--- src/rtl/it_block_ctrl.sv ---
// IT-block sequencer: holds ITSTATE, advances it per instruction leaving decode, evaluates conditions.
// Optional macro IT_BLOCK_FAULT_EN enables the sticky illegal-IT fault flag.
module it_block_ctrl #(
  parameter int unsigned ITW                = 8,
  parameter bit          RESTORE_EN_DEFAULT = 1'b1
) (
  input  logic           clk,
  input  logic           rst_n,
  input  logic           it_load,
  input  logic [3:0]     it_firstcond,
  input  logic [3:0]     it_mask,
  input  logic           adv,
  input  logic           stall,
  input  logic           flush,
  input  logic           restore_valid,
  input  logic [ITW-1:0] restore_itstate,
  input  logic [3:0]     instr_cond,
  input  logic           N,
  input  logic           Z,
  input  logic           C,
  input  logic           V,
  output logic [ITW-1:0] itstate,
  output logic           in_it,
  output logic           it_last,
  output logic [2:0]     it_remaining,
  output logic [3:0]     cond_out,
  output logic           exec_pass,
  output logic           it_fault
);

  logic [ITW-1:0] itstate_q, itstate_d;
  logic           restore_en;
  logic           load_req;

  assign restore_en = RESTORE_EN_DEFAULT && restore_valid;
  // A zero mask encodes a hint instruction, not an IT block.
  assign load_req   = it_load && (it_mask != 4'b0000);

`ifdef IT_BLOCK_FAULT_EN
  logic fault_q, fault_d;
  logic load_illegal;

  assign load_illegal = in_it || (it_firstcond == 4'b1111);
`endif

  always_comb begin
    itstate_d = itstate_q;
`ifdef IT_BLOCK_FAULT_EN
    fault_d   = fault_q;
`endif
    if (restore_en) begin
      itstate_d = restore_itstate;
`ifdef IT_BLOCK_FAULT_EN
      fault_d   = 1'b0;
`endif
    end else if (flush) begin
      itstate_d = '0;
    end else if (stall) begin
      itstate_d = itstate_q;
    end else if (load_req) begin
`ifdef IT_BLOCK_FAULT_EN
      if (load_illegal) begin
        fault_d = 1'b1;
      end else begin
        itstate_d = {it_firstcond, it_mask};
      end
`else
      itstate_d = {it_firstcond, it_mask};
`endif
    end else if (adv && in_it) begin
      if (itstate_q[2:0] == 3'b000) begin
        itstate_d = '0;
      end else begin
        // cond[3:1] is fixed for the block; cond[0] and mask shift together.
        itstate_d = {itstate_q[7:5], itstate_q[3:0], 1'b0};
      end
    end
  end

  always_ff @(posedge clk or negedge rst_n) begin
    if (!rst_n) begin
      itstate_q <= '0;
`ifdef IT_BLOCK_FAULT_EN
      fault_q   <= 1'b0;
`endif
    end else begin
      itstate_q <= itstate_d;
`ifdef IT_BLOCK_FAULT_EN
      fault_q   <= fault_d;
`endif
    end
  end

`ifdef IT_BLOCK_FAULT_EN
  assign it_fault = fault_q;
`else
  assign it_fault = 1'b0;
`endif

  assign itstate  = itstate_q;
  assign in_it    = (itstate_q[3:0] != 4'b0000);
  assign it_last  = (itstate_q[3:0] == 4'b1000);
  assign cond_out = in_it ? itstate_q[7:4] : instr_cond;

  always_comb begin
    it_remaining = 3'd0;
    casez (itstate_q[3:0])
      4'b???1: it_remaining = 3'd4;
      4'b??10: it_remaining = 3'd3;
      4'b?100: it_remaining = 3'd2;
      4'b1000: it_remaining = 3'd1;
      default: it_remaining = 3'd0;
    endcase
  end

  // Condition evaluator; 1111 (NV) never passes.
  always_comb begin
    exec_pass = 1'b0;
    unique case (cond_out)
      4'b0000: exec_pass = Z;
      4'b0001: exec_pass = !Z;
      4'b0010: exec_pass = C;
      4'b0011: exec_pass = !C;
      4'b0100: exec_pass = N;
      4'b0101: exec_pass = !N;
      4'b0110: exec_pass = V;
      4'b0111: exec_pass = !V;
      4'b1000: exec_pass = C && !Z;
      4'b1001: exec_pass = !C || Z;
      4'b1010: exec_pass = (N == V);
      4'b1011: exec_pass = (N != V);
      4'b1100: exec_pass = !Z && (N == V);
      4'b1101: exec_pass = Z || (N != V);
      4'b1110: exec_pass = 1'b1;
      4'b1111: exec_pass = 1'b0;
    endcase
  end

endmodule

--- config.mk ---
export PLATFORM = sky130hd
export DESIGN_NAME = it_block_ctrl
export DESIGN_NICKNAME = d
export VERILOG_FILES = /design/src/rtl/it_block_ctrl.sv
export SDC_FILE = /design/constraint.sdc
export NUM_CORES = 1
export LEC_CHECK = 0
export ABC_AREA = 1
export ABC_CLOCK_PERIOD_IN_PS = 2050
export CAP_MARGIN = 15
export CORE_MARGIN = 3
export CORE_UTILIZATION = 38
export CTS_CLUSTER_DIAMETER = 80
export DETAILED_ROUTE_END_ITERATION = 16
export HOLD_SLACK_MARGIN = 0.06
export PLACE_DENSITY_LB_ADDON = 0.2
export SLEW_MARGIN = 5
export SYNTH_ARGS = -nofsm -noshare
export SYNTH_HDL_FRONTEND = slang
export SYNTH_SLANG_ARGS = --single-unit
--- constraint.sdc ---
create_clock -name clk -period 2.05 [get_ports clk]
set_clock_uncertainty 0.05 [all_clocks]
set_input_delay 0.205 -clock clk [delete_from_list [all_inputs] [get_ports clk]]
set_output_delay 0.205 -clock clk [all_outputs]
set_load 0.01 [all_outputs]
==> metrics <==
outcome complete, but fails checks; violated checks setup timing; initial DRC count 32; Yosys reg bits 8; antenna violations before repair 0; Final Non-Filler Cells between 200 and 250; Max Clock Freq between 0.4 and 0.5 GHz; Layout fillers 140; critical path class flop to primary output; Hold Vio Cnt, Final 0; number of synthesized flops with an enable pin 0; count leader, synth nand2_1; Static Leak about 0.84 nW; Placed Instances 226; # port buffers 48; Area contributors post-synth dfrtp_1 (23%), nand2_1 (19%), nand3_1 (9.2%); Pre-antenna DRT Iters 4; Chip Height ~54 um; Main synth FF type dfrtp_1; Commonest cells post-synth nand2_1 (45), nand3_1 (16), inv_1 (15), nor2_1 (11); met1 Resource Use GR 22.4%; mean routed wirelength per cell ~15 um; Setup WS post-layout -186 ps; TritonCTS clock tree built; top cell type's share of synthesized area between 20% and 30%; number of global-route vias before repair around 1,200; H-tree depth 1; met3 Track Usage GR 4.16%; CP arrival slightly below 2000 ps; fin area 0.00172 mm^2; sequential area share after synthesis ~23%; All-Layer GR Usage between 20% and 30%; TritonCTS Sinks 8; root buf cell clkbuf_4; Synth Net Count 172; kind of end point of the critical path primary output; syn_area_per_cell 6.16 um^2; Final Cycle Share 109%; DRC violations left 0; TritonCTS Buffers 3; Power Density about 550 mW/mm^2; Yosys cell types 28; ANT nets after route 0; post-route minimum period around 2200 ps; Die W 53.8 um; HPWL reported at the end of detailed placement roughly 2400 um; CTS Buffer Depth 2; endpoints failing setup 2; Clock Latency Late Sink 270 ps; Gate Count Post-Synth approximately 140; crit-path max FO 7; worst path required time between 1500 and 2000 ps; Layout area overhead 97.8%; global route overflow 0; Warnings, synthesis 0; met2 Use GR a little over two fifths; Via-to-Cell Ratio roughly 5.4; WL final between 3000 and 4000 um; Synth Cell Area approximately 870 um^2; Final #Nets 250; vias post-DR between 1,000 and 1,500; die area 0.00289 mm^2; first-pass GRT wire length 4760 um; Hold WS 187 ps; Starting Density a little over two fifths; Async SR Flop Fraction 100%; Peak VDD IR around 0.44 mV; largest area contributor in the netlist dfrtp_1; dpl ws -155 ps; worst hold-check path type primary input to asynchronous set/reset pin; n_diodes 0; core area just over 0.002 mm^2; Util after Layout 83.3%; Core Rows 16; Placed Area 0.00146 mm^2; RSZ-0062 raised after global routing yes; # IOs 50; Slew Viols, Final 0; max reg flops 8; final setup TNS -193 ps; Critical Path Start Type flop; GPL Wtd Cong between 0.9 and 1; Reg clk slew, reported paths 70 ps; GR peak layer met2; layout cells sized above 1 roughly 32%; largest net degree at the start of global routing 12; Tot Pwr about 0.95 mW; number of max-cap violations 0
where the power goes:
| part | leakage, nW | internal (mW) | total (mW) | switching, mW |
|---|---|---|---|---|
| Combinational | 0.730 | 0.312 | 0.616 | 0.304 |
| Clock | 0.0138 | 0.0680 | 0.138 | 0.0700 |
| Sequential | 0.100 | 0.175 | 0.198 | 0.0227 |
| Total | 0.844 | 0.555 | 0.952 | 0.397 |
logic make-up (layout without fill, tap and decap cells):
group	count (synthesis)	after routing	synth area share [%]
flip-flops	8	8	23.1
other	1	1	0.432
buffers and inverters	21	96	10.7
AO/OA/AOI/OAI	27	27	21.6
AND/OR/NAND/NOR	83	84	43.2
XOR/XNOR	1	1	1.01
final timing paths:
kind	slack, ps	endpoint	cells after the start	from
min in group clk	550	itstate[6]	4	restore_itstate[6]
worst max-delay path	-190	exec_pass	11	itstate[1]
worst max register to register	110	itstate[6]	11	itstate[2]
worst min-delay path	190	itstate[2]	1	rst_n
worst min register to register	560	itstate[6]	2	itstate[6]
max in group asynchronous	1460	itstate[3]	1	rst_n
metal layers:
layer,up-vias,share of wire (%)
met5,-,0
met4,0,4.5
met3,21,7.1
met2,74,53
met1,604,35
li1,612,-
placed cells by master (no fill, tap or decap), types with 3 or more instances in the layout:
master / n
clkdlybuf4s50_1: 41
nand2_1: 30
buf_4: 25
inv_1: 14
nand3_1: 13
nand2_2: 13
nor2_1: 11
nand2_4: 9
o21ai_0: 9
a21oi_1: 8
dfrtp_1: 8
buf_6: 4
nand3_2: 3
clkbuf_4: 3
dlygate4sd2_1: 3
layout make-up:
cell class,count,area (um^2),area share [%]
Multi-Input combinational cell,113,682,39.7
Inverter,16,60.1,3.50
Sequential cell,8,200,11.7
Clock buffer,3,22.5,1.31
Tap cell,27,33.8,1.97
Timing Repair Buffer,77,719,41.9
timing repair:
item	4_1_cts	5_1_grt
endpoints found under the hold margin	0	0
hold buffers	0	0
resized for setup	10	33
pin swaps	3	15
endpoints found under the setup margin	5	2
cloned	1	0
buffers inserted	7	7
worst max-delay path, cell delays in order (launching register included):
cell and delay [ps]:
dfrtp_1 410, nor2_4 270, buf_4 190, nand3_1 140, nand2_4 140, nand2_2 70
nand2_1 70, nand3_1 70, nand3_1 90, nor2_1 50, nand3_1 70, buf_2 120
Note: power is estimated with default switching activity, not from simulation.
